--- src/rtl/mux_serializer8_pkg.sv ---
// Shared types and constants for the 8-bit parallel-to-serial stage.
package mux_ser_pkg;

  localparam int DATA_W = 8;
  localparam int SEL_W  = 3;

  typedef enum logic {IDLE, SHIFT} ser_state_e;

  typedef logic [SEL_W-1:0] sel_t;

  // Select value used for the first bit of a word.
  function automatic sel_t first_sel(input bit lsb_first);
    return lsb_first ? sel_t'(0) : sel_t'(DATA_W - 1);
  endfunction

  // Select value used for the final bit of a word.
  function automatic sel_t last_sel(input bit lsb_first);
    return lsb_first ? sel_t'(DATA_W - 1) : sel_t'(0);
  endfunction

  // One select step in the serialization direction; never called on the last bit.
  function automatic sel_t step_sel(input sel_t sel, input bit lsb_first);
    return lsb_first ? sel_t'(sel + sel_t'(1)) : sel_t'(sel - sel_t'(1));
  endfunction

endpackage

--- src/rtl/mux_serializer8_if.sv ---
// Handshake bundle between a word producer, the serializer and the bit consumer.
interface mux_serializer8_if;
  import mux_ser_pkg::*;

  logic              in_valid;
  logic [DATA_W-1:0] in_data;
  logic              in_ready;
  logic              out_valid;
  logic              out_bit;
  logic              out_last;
  logic              out_ready;
  sel_t              sel_o;
  logic              busy;

  // Environment side: supplies words, consumes bits.
  modport master (
    output in_valid, in_data, out_ready,
    input  in_ready, out_valid, out_bit, out_last, sel_o, busy
  );

  // Serializer side.
  modport slave (
    input  in_valid, in_data, out_ready,
    output in_ready, out_valid, out_bit, out_last, sel_o, busy
  );

endinterface

--- src/rtl/mux_serializer8_mux.sv ---
// 8:1 bit multiplexer: y = d[sel], built as a one-hot AND-OR tree.
module mux8to1
  import mux_ser_pkg::*;
(
  input  logic [DATA_W-1:0] d,
  input  sel_t              sel,
  output logic              y
);

  logic [DATA_W-1:0] hit;

  // Each leg passes its data bit only when the select matches its position.
  for (genvar gi = 0; gi < DATA_W; gi++) begin : g_leg
    assign hit[gi] = (sel == sel_t'(gi)) & d[gi];
  end

  assign y = |hit;

endmodule

--- src/rtl/mux_serializer8.sv ---
// Parallel-to-serial stage: registers one word per input handshake and walks
// the mux8to1 select across all eight positions, one per accepted output beat.
module mux_serializer8
  import mux_ser_pkg::*;
#(
  parameter bit LSB_FIRST = 1'b1
) (
  input logic             clk,
  input logic             rst,
  mux_serializer8_if.slave bus
);

  localparam sel_t FIRST_SEL = first_sel(LSB_FIRST);
  localparam sel_t LAST_SEL  = last_sel(LSB_FIRST);

  ser_state_e        state_reg, state_next;
  logic [DATA_W-1:0] data_reg, data_next;
  sel_t              sel_reg, sel_next;

  logic out_valid;
  logic at_last;
  logic beat_xfer;
  logic in_ready;
  logic word_accept;
  logic mux_y;

  // Handshake terms. in_ready sees out_ready combinationally so a new word
  // can be taken on the last-beat cycle and streaming runs without a bubble.
  assign out_valid   = (state_reg == SHIFT);
  assign at_last     = (sel_reg == LAST_SEL);
  assign beat_xfer   = out_valid && bus.out_ready;
  assign in_ready    = !rst && ((state_reg == IDLE) || (beat_xfer && at_last));
  assign word_accept = bus.in_valid && in_ready;

  // The bit itself comes from the shared mux primitive.
  mux8to1 u_mux (
    .d   (data_reg),
    .sel (sel_reg),
    .y   (mux_y)
  );

  // Next-state logic: load on accepted words, step the select on accepted beats.
  always_comb begin
    state_next = state_reg;
    data_next  = data_reg;
    sel_next   = sel_reg;
    unique case (state_reg)
      IDLE: begin
        if (word_accept) begin
          data_next  = bus.in_data;
          sel_next   = FIRST_SEL;
          state_next = SHIFT;
        end
      end
      SHIFT: begin
        if (beat_xfer) begin
          if (at_last) begin
            // Select stays on the last position if no follow-on word arrives.
            if (word_accept) begin
              data_next  = bus.in_data;
              sel_next   = FIRST_SEL;
              state_next = SHIFT;
            end else begin
              state_next = IDLE;
            end
          end else begin
            sel_next = step_sel(sel_reg, LSB_FIRST);
          end
        end
      end
      default: state_next = IDLE;
    endcase
  end

  // State, data and select registers; reset drops any word in flight.
  always_ff @(posedge clk) begin
    if (rst) begin
      state_reg <= IDLE;
      data_reg  <= '0;
      sel_reg   <= '0;
    end else begin
      state_reg <= state_next;
      data_reg  <= data_next;
      sel_reg   <= sel_next;
    end
  end

  // Outputs are forced quiet while idle; sel_o keeps showing the last select.
  assign bus.in_ready  = in_ready;
  assign bus.out_valid = out_valid;
  assign bus.out_bit   = out_valid & mux_y;
  assign bus.out_last  = out_valid & at_last;
  assign bus.sel_o     = sel_reg;
  assign bus.busy      = out_valid;

endmodule

--- src/flat_wrapper.sv ---
// flat-port wrapper written by rule: the top's interface ports become plain ports
module mux_serializer8_flat import mux_ser_pkg::*;
#(
  parameter bit LSB_FIRST = 1'b1
)
  (clk, rst, bus_in_valid, bus_in_data, bus_out_ready, bus_in_ready, bus_out_valid, bus_out_bit, bus_out_last, bus_sel_o, bus_busy);
  mux_serializer8_if bus_i ();
  input logic clk;
  input logic rst;
  input wire logic [$bits(bus_i.in_valid)-1:0] bus_in_valid;
  input wire logic [$bits(bus_i.in_data)-1:0] bus_in_data;
  input wire logic [$bits(bus_i.out_ready)-1:0] bus_out_ready;
  output wire logic [$bits(bus_i.in_ready)-1:0] bus_in_ready;
  output wire logic [$bits(bus_i.out_valid)-1:0] bus_out_valid;
  output wire logic [$bits(bus_i.out_bit)-1:0] bus_out_bit;
  output wire logic [$bits(bus_i.out_last)-1:0] bus_out_last;
  output wire logic [$bits(bus_i.sel_o)-1:0] bus_sel_o;
  output wire logic [$bits(bus_i.busy)-1:0] bus_busy;
  assign bus_i.in_valid = bus_in_valid;
  assign bus_i.in_data = bus_in_data;
  assign bus_i.out_ready = bus_out_ready;
  assign bus_in_ready = bus_i.in_ready;
  assign bus_out_valid = bus_i.out_valid;
  assign bus_out_bit = bus_i.out_bit;
  assign bus_out_last = bus_i.out_last;
  assign bus_sel_o = bus_i.sel_o;
  assign bus_busy = bus_i.busy;
  mux_serializer8 #(.LSB_FIRST(LSB_FIRST)) u_core (.clk(clk), .rst(rst), .bus(bus_i));
endmodule
--- config.mk ---
export PLATFORM = sky130hd
export DESIGN_NAME = mux_serializer8_flat
export DESIGN_NICKNAME = d
export VERILOG_FILES = /design/src/rtl/mux_serializer8_pkg.sv /design/src/rtl/mux_serializer8_if.sv /design/src/rtl/mux_serializer8_mux.sv /design/src/rtl/mux_serializer8.sv /design/src/flat_wrapper.sv
export SDC_FILE = /design/constraint.sdc
export NUM_CORES = 1
export LEC_CHECK = 0
export ABC_CLOCK_PERIOD_IN_PS = 2200
export CAP_MARGIN = 5
export CORE_MARGIN = 2
export CORE_UTILIZATION = 30
export DETAILED_ROUTE_END_ITERATION = 6
export SLEW_MARGIN = 10
export SYNTH_ARGS = -nofsm -noshare
export SYNTH_HDL_FRONTEND = slang
export SYNTH_HIERARCHICAL = 1
export SYNTH_SLANG_ARGS = --single-unit
--- constraint.sdc ---
create_clock -name clk -period 2.2 [get_ports clk]
set_input_delay 0.33 -clock clk [delete_from_list [all_inputs] [get_ports clk]]
set_output_delay 0.33 -clock clk [all_outputs]
set_load 0.05 [all_outputs]
## After elaboration in Yosys (flattened, before gate mapping)

Cells that the tools add are included.
W data, S select, Z words.

- Register bits after elaboration: 12
- Input port bits: 12
- Output and inout port bits: 8

- $add $sub $neg: 1
- Eq/ne operators: 9
- Mux-type cells: 12
- Bitwise gates (word level): 11
- Reductions and logical operators: 9

Operator list:

| kind | number |
|---|---|
| $mux W8 | 3 |
| $pmux W8 S2 | 1 |
| $eq A3 B3 Y1 const B | 4 |
| $and A1 B1 Y1 | 10 |
| $mux W3 | 3 |
| $reduce_or A8 Y1 | 1 |
| $eq A3 B2 Y1 const B | 2 |
| $pmux W3 S2 | 1 |
| $logic_and A1 B1 Y1 | 4 |
| $ne A2 B2 Y1 const B | 2 |
| $add A3 B1 Y3 const B | 1 |
| $eq A3 B1 Y1 const B | 1 |
| $logic_not A3 Y1 | 1 |
| $mux W1 | 3 |
| $pmux W1 S2 | 1 |
| $reduce_and A2 Y1 | 1 |
| $logic_not A1 Y1 | 1 |
| $logic_or A1 B1 Y1 | 1 |
| $not A1 Y1 | 1 |

## Longest topological paths before layout

Gate-level depths: netlist of the first run.

- Word-level depth: 9
- Depth in mapped cells: 6
- Depth with buffers taken out: 5

## By module

Netlist of the first run, hierarchy kept.

Modules (own cells, without submodules):

| module | times used | cells each | area an instance (um^2) | seq. area each (um^2) |
|---|---|---|---|---|
| mux_serializer8 | 1 | 50 | 596.8 | 240.2 |
| mux8to1 | 1 | 3 | 63.8 | 0.0 |

## Worst setup path before layout of the first run

No wires, ideal clock.

- Kind: register to output
- From: register u_core.sel_reg[1], in the netlist u_core/bus.sel_o[1]
- To: output bus_in_ready
- Arrival time: 1.884 ns
- Required time: 1.870 ns
- Slack: -0.014 ns
- Stages on the path, launching flop included: 5
- Path buffers: 0
- Cells stage by stage: dfxtp_1 ha_1 ha_1 a21boi_4 nor2_1

- Cells in the longest elaborated chain, start to end: 4

Ends and longest elaborated chain:

| what | line | RTL |
|---|---|---|
| from (decl) | mux_serializer8.sv:18 | `sel_t sel_reg, sel_next;` |
| from (signal assigned) | mux_serializer8.sv:84 | `sel_reg <= sel_next;` |
| $eq A3 B3 Y1 | mux_serializer8.sv:30 | `assign at_last = (sel_reg == LAST_SEL);` |
| $logic_and A1 B1 Y1 | mux_serializer8.sv:32 | `assign in_ready = !rst && ((state_reg == IDLE) \|\| (beat_xfer && at_last));` |
| $logic_or A1 B1 Y1 | mux_serializer8.sv:32 |  |
| $logic_and A1 B1 Y1 | mux_serializer8.sv:32 |  |
| to (decl) | flat_wrapper.sv:13 | `output wire logic [$bits(bus_i.in_ready)-1:0] bus_in_ready;` |

No other way between the ends.

## Worst setup path after layout of the first run

- From: register u_core.sel_reg[1], in the netlist u_core/bus.sel_o[1]
- To: output bus_out_bit

- Cells in the longest elaborated chain, start to end: 4
- Elaborated cells between the ends (all ways): 18
- Those cells by class: eq/ne: 7; bitwise: 9; reduce/logical: 2

Ends and longest elaborated chain:

| what | line | RTL |
|---|---|---|
| $eq A3 B1 Y1 (tied with other cells) | mux_serializer8_mux.sv:14 | `assign hit[gi] = (sel == sel_t'(gi)) & d[gi];` |
| $and A1 B1 Y1 | mux_serializer8_mux.sv:14 |  |
| $reduce_or A8 Y1 (*) | mux_serializer8_mux.sv:17 | `assign y = \|hit;` |
| named net u_core.mux_y | mux_serializer8.sv:25 | `logic mux_y;` |
| $and A1 B1 Y1 (*) | mux_serializer8.sv:91 | `assign bus.out_bit = out_valid & mux_y;` |
| to (decl) | flat_wrapper.sv:15 | `output wire logic [$bits(bus_i.out_bit)-1:0] bus_out_bit;` |

The timed path passes the listed nets; every way through them passes the cells marked *.

==> tab_implementation.tex, run 1 <==
\begin{tabular}{lr}
\hline
Metric & Value \\
\hline
\multicolumn{2}{l}{\textbf{STA}} \\
\quad Final-report max-slew violation count & 0 \\
\quad Slew of the pin with the lowest slew margin & about 500 ps \\
\quad Worst relative slew slack & between 60\% and 70\% \\
\quad Worst path setup slack after routing & 61.24 ps \\
\quad Count of endpoints failing setup in the final report & 0 \\
\quad Final min period & 2139 ps \\
\quad Share of the clock period used by the worst path after layout & a little over nine tenths \\
\quad Highest attainable clock frequency & 0.4676 GHz \\
\quad Count of endpoints failing hold in the final timing report & 0 \\
\quad Total negative setup slack & 0 ps \\
\quad Skew final & roughly 1.4 ps \\
\quad Setup repair after global routing missed its margin & false \\
\multicolumn{2}{l}{\textbf{Routing}} \\
\quad Detailed router's first-iteration violation count & 2 \\
\quad Count of vias placed by the detailed router & 460 \\
\quad Routed Wire Length & $\sim$1200 um \\
\quad DRC violations left & 0 \\
\quad Final routed wire length divided by cell count & about 12 um \\
\quad Post-DRT Antenna Nets & 0 \\
\quad Met2 WL post-DR & a little over 500 um \\
\quad Router iterations before antenna repair & 4 \\
\quad Met3 Wirelength & around 77 um \\
\quad Wl on met1 & roughly 570 um \\
\quad Ratio of routed vias to standard cells & between 4 and 5 \\
\quad Highest Signal Layer & met4 \\
\multicolumn{2}{l}{\textbf{Floorplan}} \\
\quad I/O pin total & 20 \\
\quad Placeable core region & 2022 um2 \\
\quad Row count & 16 \\
\quad Starting utilization of the core area & between 30\% and 40\% \\
\quad Chip width & between 50 and 60 um \\
\quad Die Footprint & approximately 2600 um2 \\
\quad Die height & a little over 50 um \\
\multicolumn{2}{l}{\textbf{Layout}} \\
\quad Final non-filler cell total & slightly above 100 \\
\quad Core Util, Final & a little under half \\
\quad Count of inserted antenna diode cells & 0 \\
\quad Commonest non-fill, non-tap cells in the layout & clkdlybuf4s50\_1, dfxtp\_1, mux2\_4 \\
\quad Largest register FFs & 8 \\
\quad Most common cell after layout, fill and taps aside & clkdlybuf4s50\_1 \\
\quad Growth of design area from synthesis to finish & 41.67\% \\
\quad Layout cell share with drive strength beyond 1 & about 31\% \\
\quad Final layout net count & 90 \\
\multicolumn{2}{l}{\textbf{Clock tree}} \\
\quad Number of sinks driven by the clock tree & 12 \\
\quad CTS H-tree depth & 1 \\
\quad CTS clock-pin slew for the worst setup and hold paths & approximately 70 ps \\
\quad Total CTS buffers & 3 \\
\quad Number of buffers added to fix hold violations after cts & 0 \\
\quad CTS tree & built \\
\quad Buffer type at the clock tree root & clkbuf\_4 \\
\quad Clock insertion delay at the later pin of the skew report & $\sim$270 ps \\
\quad Maximum buffer depth of the clock tree & 2 \\
\multicolumn{2}{l}{\textbf{Global routing}} \\
\quad Largest net degree at the start of global routing & 14 \\
\quad Initial antenna violation count & 0 \\
\quad Sum of overflow across all layers after global routing & 0 \\
\quad Total GRT Usage & between 10\% and 20\% \\
\quad First-pass GRT wire length & 1863 um \\
\quad Number of global-route vias before repair & slightly above 400 \\
\multicolumn{2}{l}{\textbf{Critical path}} \\
\quad Crit path max fanout & 5 \\
\quad Critical Path AT & about 1800 ps \\
\quad Maximum single-stage delay on the critical path & about 560 ps \\
\quad Category of the worst setup path launch point & register \\
\quad Critical Path, Cell by Cell & mux4\_1 > mux2\_2 > and2\_1 > buf\_4 \\
\quad Data required time of the critical path & around 1900 ps \\
\quad Crit end category & output pin \\
\quad Startpoint-to-endpoint class of the critical path & register to output pin \\
\quad Master of the slowest instance on the critical path & mux4\_1 \\
\multicolumn{2}{l}{\textbf{Placed design}} \\
\quad Placed Instances & 98 \\
\quad Pre-CTS setup slack & just under 300 ps \\
\quad Count of buffers inserted at the top-level ports & 19 \\
\quad Final RePlAce weighted congestion & just over 0.7 \\
\multicolumn{2}{l}{\textbf{Outcome}} \\
\quad Result of the run & finished, final reports clean \\
\multicolumn{2}{l}{\textbf{Logic synthesis}} \\
\quad Cell area after synthesis & around 660 um2 \\
\quad Proportion of synthesized chip area in sequential cells & about 36\% \\
\quad Warnings, synthesis & 6 \\
\quad Gate count of the mapped netlist & between 50 and 60 \\
\quad Net count after synthesis & 67 \\
\quad Count of distinct cell types in the synthesized netlist & 22 \\
\quad Post-synthesis area per instance & approximately 12 um2 \\
\quad Register bit count reported by yosys & 12 \\
\multicolumn{2}{l}{\textbf{Power}} \\
\quad Maximum ir drop on the vdd rail & $\sim$0.29 mV \\
\quad Leakage & 0.4071 nW \\
\quad Pwr dens & roughly 560 nW/um2 \\
\multicolumn{2}{l}{\textbf{Flow run}} \\
\quad Max Cap Violations & 0 \\
\multicolumn{2}{l}{\textbf{Hold path}} \\
\quad Worst hold path type & register to register \\
\hline
\end{tabular}
-- synthesized netlist by cell type --
cell | count | area share [%]
a21boi_4 | 1 | 2.8
a31oi_1 | 1 | 0.95
and2_1 | 1 | 0.95
and2_2 | 1 | 1.1
and2b_1 | 6 | 6.8
buf_2 | 1 | 0.76
buf_4 | 1 | 1.1
buf_6 | 1 | 1.7
dfxtp_1 | 12 | 36
ha_1 | 2 | 3.8
mux2_2 | 1 | 1.7
mux2_4 | 8 | 18
mux2i_1 | 1 | 1.5
mux4_1 | 2 | 8.0
nand3b_1 | 3 | 3.4
nand4b_1 | 1 | 1.3
nor2_1 | 3 | 1.7
nor2b_1 | 2 | 1.9
nor3_1 | 2 | 1.5
nor3b_2 | 1 | 1.9
or2b_1 | 1 | 1.1
xor2_1 | 1 | 1.3
-- timing repair --
item	4_1_cts	5_1_grt
resized for setup	1	1
buffers inserted	0	0
endpoints found under the setup margin	1	1
pin swaps	0	0
endpoints found under the hold margin	0	0
-- worst max-delay path, delay by kind of cell, from the launching register on --
kind,cells,cell delay (ps)
buf+inv,1,180
simple gates,1,150
mux,2,830
flops,1,380
-- where the power goes --
group	leakage, nW	internal [mW]	total [mW]	switching, mW
combinational	0.287	0.0640	0.110	0.0462
clock	0.0210	0.101	0.174	0.0731
sequential	0.0994	0.229	0.239	0.00936
-- cell type report --
cell class | count | area, um2
Clock buffer | 4 | 36.28
Fill cell | 188 | 1086
Multi-Input combinational cell | 38 | 399.1
Sequential cell | 12 | 244.0
Tap cell | 27 | 33.78
Timing Repair Buffer | 21 | 222.7
-- kinds of logic (layout without fill, tap and decap cells) --
| family | Yosys count | after routing | share of synthesized area [%] |
|---|---|---|---|
| AOI/OAI and AO/OA | 2 | 2 | 3.789 |
| xor gates and xnor gates | 1 | 1 | 1.326 |
| adders and majority gates | 2 | 2 | 3.787 |
| buffers and inverters | 3 | 25 | 3.598 |
| DFF | 12 | 12 | 36.36 |
| muxes | 12 | 12 | 29.36 |
| and+or+nand+nor | 21 | 21 | 21.78 |
-- stage by stage --
step                      hold WS, ps  area (um2)  power [mW]
after detailed placement        579.5       895.9      0.3559
final                           583.8       935.9      0.5225
after floorplan                 450.7       663.1      0.3127
after global routing            596.7       935.9      0.5452
after CTS                       585.0       933.4      0.5316
after global placement          574.7       895.9      0.3553
-- path summary, 6_finish.rpt --
| path | slack (ps) | end | startpoint | cells after the start |
|---|---|---|---|---|
| hold reg to reg | 580 | u_core/bus.sel_o[2]$_SDFFE_PP0N_ | u_core/bus.sel_o[2]$_SDFFE_PP0N_ | 2 |
| setup / recovery | 60 | bus_out_bit | u_core/bus.sel_o[1]$_SDFFE_PP0N_ | 4 |
| setup reg to reg | 440 | u_core/data_reg[6]$_SDFFE_PP0P_ | u_core/bus.sel_o[0]$_SDFFE_PP0N_ | 6 |
| hold / removal | 580 | u_core/bus.sel_o[2]$_SDFFE_PP0N_ | u_core/bus.sel_o[2]$_SDFFE_PP0N_ | 2 |
-- per-layer routing --
layer | global-route usage [%] | up-vias
met1 | 12.55 | 207
met3 | 4.678 | 2
met4 | 5.405 | 0
li1 | - | 233
met5 | 0 | -
met2 | 14.50 | 18
No activity file was read; power rests on OpenSTA's default activity.
==> run 2, diff against run 1 <==
RECOVER_POWER = 25   (was not set)
==> run 2 against run 1 <==
Effect of this change:
- worst hold slack hardly changed
- power is 0.26% lower
- combinational power hardly changed
- fmax hardly changed
- routed wire length hardly changed
- largest power group unchanged
- highest routed layer unchanged
==> tab_implementation.tex, run 2 (synthesized netlist as in run 1, its figures left out) <==
\begin{tabular}{lr}
\hline
Metric & Value \\
\hline
\multicolumn{2}{l}{\textbf{Routing}} \\
\quad Post-DRT Antenna Nets & 0 \\
\quad Final routed wire length divided by cell count & $\sim$12 um \\
\quad Detailed router's first-iteration violation count & 2 \\
\quad DRC violations left & 0 \\
\quad Count of vias placed by the detailed router & roughly 460 \\
\quad Router iterations before antenna repair & 4 \\
\quad Routed Wire Length & $\sim$1200 um \\
\quad Ratio of routed vias to standard cells & $\sim$4.5 \\
\multicolumn{2}{l}{\textbf{Power}} \\
\quad Overall Power & $\sim$0.52 mW \\
\quad Combinational cell fraction of total power & 20.9\% \\
\quad Sw Share & around 25\% \\
\quad Sequential Power Share & between 40\% and 50\% \\
\quad Net switching power figure & between 0.1 and 0.15 mW \\
\quad Share of power burned in the clock network & about a third \\
\quad Maximum ir drop on the vdd rail & 0.2891 mV \\
\quad Internal power contribution & about 0.4 mW \\
\quad Leakage & slightly above 0.4 nW \\
\quad Pwr dens & $\sim$560 nW/um2 \\
\multicolumn{2}{l}{\textbf{Floorplan}} \\
\quad Die height & around 51 um \\
\quad Row count & 16 \\
\quad Chip width & approximately 51 um \\
\quad Starting utilization of the core area & around a third \\
\quad I/O pin total & 20 \\
\quad Die Footprint & about 2600 um2 \\
\quad Placeable core region & around 2000 um2 \\
\multicolumn{2}{l}{\textbf{Critical path}} \\
\quad Worst r2r dst & u\_core/data\_reg[6]\$\_SDFFE\_PP0P\_ \\
\quad Crit end category & output pin \\
\quad FF-to-FF Start & u\_core/bus.sel\_o[0]\$\_SDFFE\_PP0N\_ \\
\quad Startpoint-to-endpoint class of the critical path & register to output pin \\
\quad Data required time of the critical path & around 1900 ps \\
\quad Critical Path AT & around 1800 ps \\
\quad Category of the worst setup path launch point & register \\
\quad Worst-case reg-to-reg path depth & 6 \\
\quad Reg-to-reg slack, setup & approximately 300 ps \\
\quad Count of buffering cells on the critical path with inverters included & 1 \\
\quad Critical Path, Cell by Cell & mux4\_1 > mux2\_2 > and2\_1 > buf\_4 \\
\quad Crit path max fanout & 5 \\
\quad Crit path max-delay family & multiplexers \\
\quad Maximum single-stage delay on the critical path & between 500 and 600 ps \\
\quad Master of the slowest instance on the critical path & mux4\_1 \\
\multicolumn{2}{l}{\textbf{Global routing}} \\
\quad Initial antenna violation count & 0 \\
\quad Sum of overflow across all layers after global routing & 0 \\
\quad Largest net degree at the start of global routing & 14 \\
\quad Number of global-route vias before repair & roughly 400 \\
\quad First-pass GRT wire length & 1863 um \\
\quad Total GRT Usage & between 10\% and 20\% \\
\multicolumn{2}{l}{\textbf{Clock tree}} \\
\quad Clock insertion delay at the later pin of the skew report & 270 ps \\
\quad Buffer type at the clock tree root & clkbuf\_4 \\
\quad Total CTS buffers & 3 \\
\quad CTS clock-pin slew for the worst setup and hold paths & approximately 70 ps \\
\quad CTS tree & built \\
\quad Number of buffers inserted to repair setup after CTS & 0 \\
\quad Maximum buffer depth of the clock tree & 2 \\
\quad CTS H-tree depth & 1 \\
\quad Number of sinks driven by the clock tree & 12 \\
\multicolumn{2}{l}{\textbf{Layout}} \\
\quad Commonest non-fill, non-tap cells in the layout & clkdlybuf4s50\_1, dfxtp\_1, mux2\_4 \\
\quad Count of inserted antenna diode cells & 0 \\
\quad Largest register FFs & 8 \\
\quad Most common cell after layout, fill and taps aside & clkdlybuf4s50\_1 \\
\quad Non-Filler Cell Area, Final & $\sim$930 um2 \\
\quad Final layout net count & 90 \\
\quad Growth of design area from synthesis to finish & 40.53\% \\
\quad Layout cell share with drive strength beyond 1 & between 20\% and 30\% \\
\multicolumn{2}{l}{\textbf{STA}} \\
\quad Worst relative slew slack & approximately two thirds \\
\quad Final-report max-slew violation count & 0 \\
\quad Count of endpoints failing setup in the final report & 0 \\
\quad Final min period & approximately 2100 ps \\
\quad Highest attainable clock frequency & about 0.47 GHz \\
\quad Share of the clock period used by the worst path after layout & 97.14\% \\
\quad Count of endpoints failing hold in the final timing report & 0 \\
\quad Skew final & roughly 1.4 ps \\
\quad Setup repair after global routing missed its margin & false \\
\quad Worst path setup slack after routing & 62.85 ps \\
\quad Total negative setup slack & 0 ps \\
\quad Minimum hold slack & roughly 580 ps \\
\quad Slew of the pin with the lowest slew margin & between 500 and 600 ps \\
\multicolumn{2}{l}{\textbf{Outcome}} \\
\quad Result of the run & finished, final reports clean \\
\multicolumn{2}{l}{\textbf{Placed design}} \\
\quad Count of buffers inserted at the top-level ports & 19 \\
\quad Final RePlAce weighted congestion & around 0.7 \\
\quad Pre-CTS setup slack & $\sim$290 ps \\
\quad Post-detailed-placement cell area & between 800 and 900 um2 \\
\multicolumn{2}{l}{\textbf{Hold path}} \\
\quad Startpoint of the tightest hold check path & u\_core/bus.sel\_o[2]\$\_SDFFE\_PP0N\_ \\
\quad Hold Path Stages & 2 \\
\quad Hold Path End & u\_core/bus.sel\_o[2]\$\_SDFFE\_PP0N\_ \\
\quad Worst hold path type & register to register \\
\multicolumn{2}{l}{\textbf{Flow run}} \\
\quad Max Cap Violations & 0 \\
\hline
\end{tabular}
run 2: cell types whose count changed in the layout (fill, tap and decap cells not counted):
cell,change
buf_4,-1
nor3b_1,+1
clkbuf_2,+1
nor3b_2,-1
clkdlybuf4s50_1,-1
dlygate4sd3_1,+1
run 2: how the worst max path moves through the flow:
stage                        endpoint                              from  slack, ps  depth (start not counted)
final                     bus_out_bit  u_core/bus.sel_o[1]$_SDFFE_PP0N_         60                          4
after global placement    bus_out_bit  u_core/bus.sel_o[1]$_SDFFE_PP0N_        350                          4
after CTS                 bus_out_bit  u_core/bus.sel_o[1]$_SDFFE_PP0N_         40                          4
after floorplan           bus_out_bit  u_core/bus.sel_o[1]$_SDFFE_PP0N_          8                          3
after global routing      bus_out_bit  u_core/bus.sel_o[1]$_SDFFE_PP0N_         10                          4
after detailed placement  bus_out_bit  u_core/bus.sel_o[1]$_SDFFE_PP0N_        290                          4
run 2: through the flow:
| stage | cells | util [%] |
|---|---|---|
| after global routing | 102 | 45.92 |
| after global placement | 98 | 44.31 |
| after floorplan | 53 | - |
| after detailed placement | 98 | 44.31 |
| final | 102 | 45.92 |
| after CTS | 102 | 46.16 |
run 2: per-layer routing:
layer	wire length [um]	track usage (%)	up-vias
met2	510	14.50	18
met1	573	12.55	209
met3	77	4.678	2
li1	-	-	233
met4	15	5.405	0
met5	0	0	-
run 2: area by class of cell:
type,count,area [um2]
fill,188,1094
multi-input combinational,38,394.1
sequential,12,244.0
timing repair buffer,21,220.2
clock buffer,4,36.28
tap,27,33.78
run 2: tightest hold or removal path, stage by stage, from the launching register on:
cell and delay [ps]:
dfxtp_1 370, nand3b_1 110, a31oi_1 60
run 2: power by group through the flow:
stage / clock (mW) / sequential, mW / combinational [mW]
2_1_floorplan: 0 / 0.251 / 0.0615
3_3_place_gp: 0 / 0.246 / 0.110
3_5_place_dp: 0 / 0.245 / 0.111
4_1_cts: 0.181 / 0.240 / 0.111
5_1_grt: 0.188 / 0.241 / 0.115
6_report: 0.174 / 0.239 / 0.109
run 2: what timing repair did:
action	4_1_cts	5_1_grt
pin swaps	0	0
setup endpoints to repair	1	1
gates resized for setup	1	1
hold buffers	0	0
==> run 3, diff against run 2 <==
GPL_ROUTABILITY_DRIVEN = 0   (was not set)
==> results of run 3 <==
The final DEF is identical to that of run 2; final timing and power are the same.
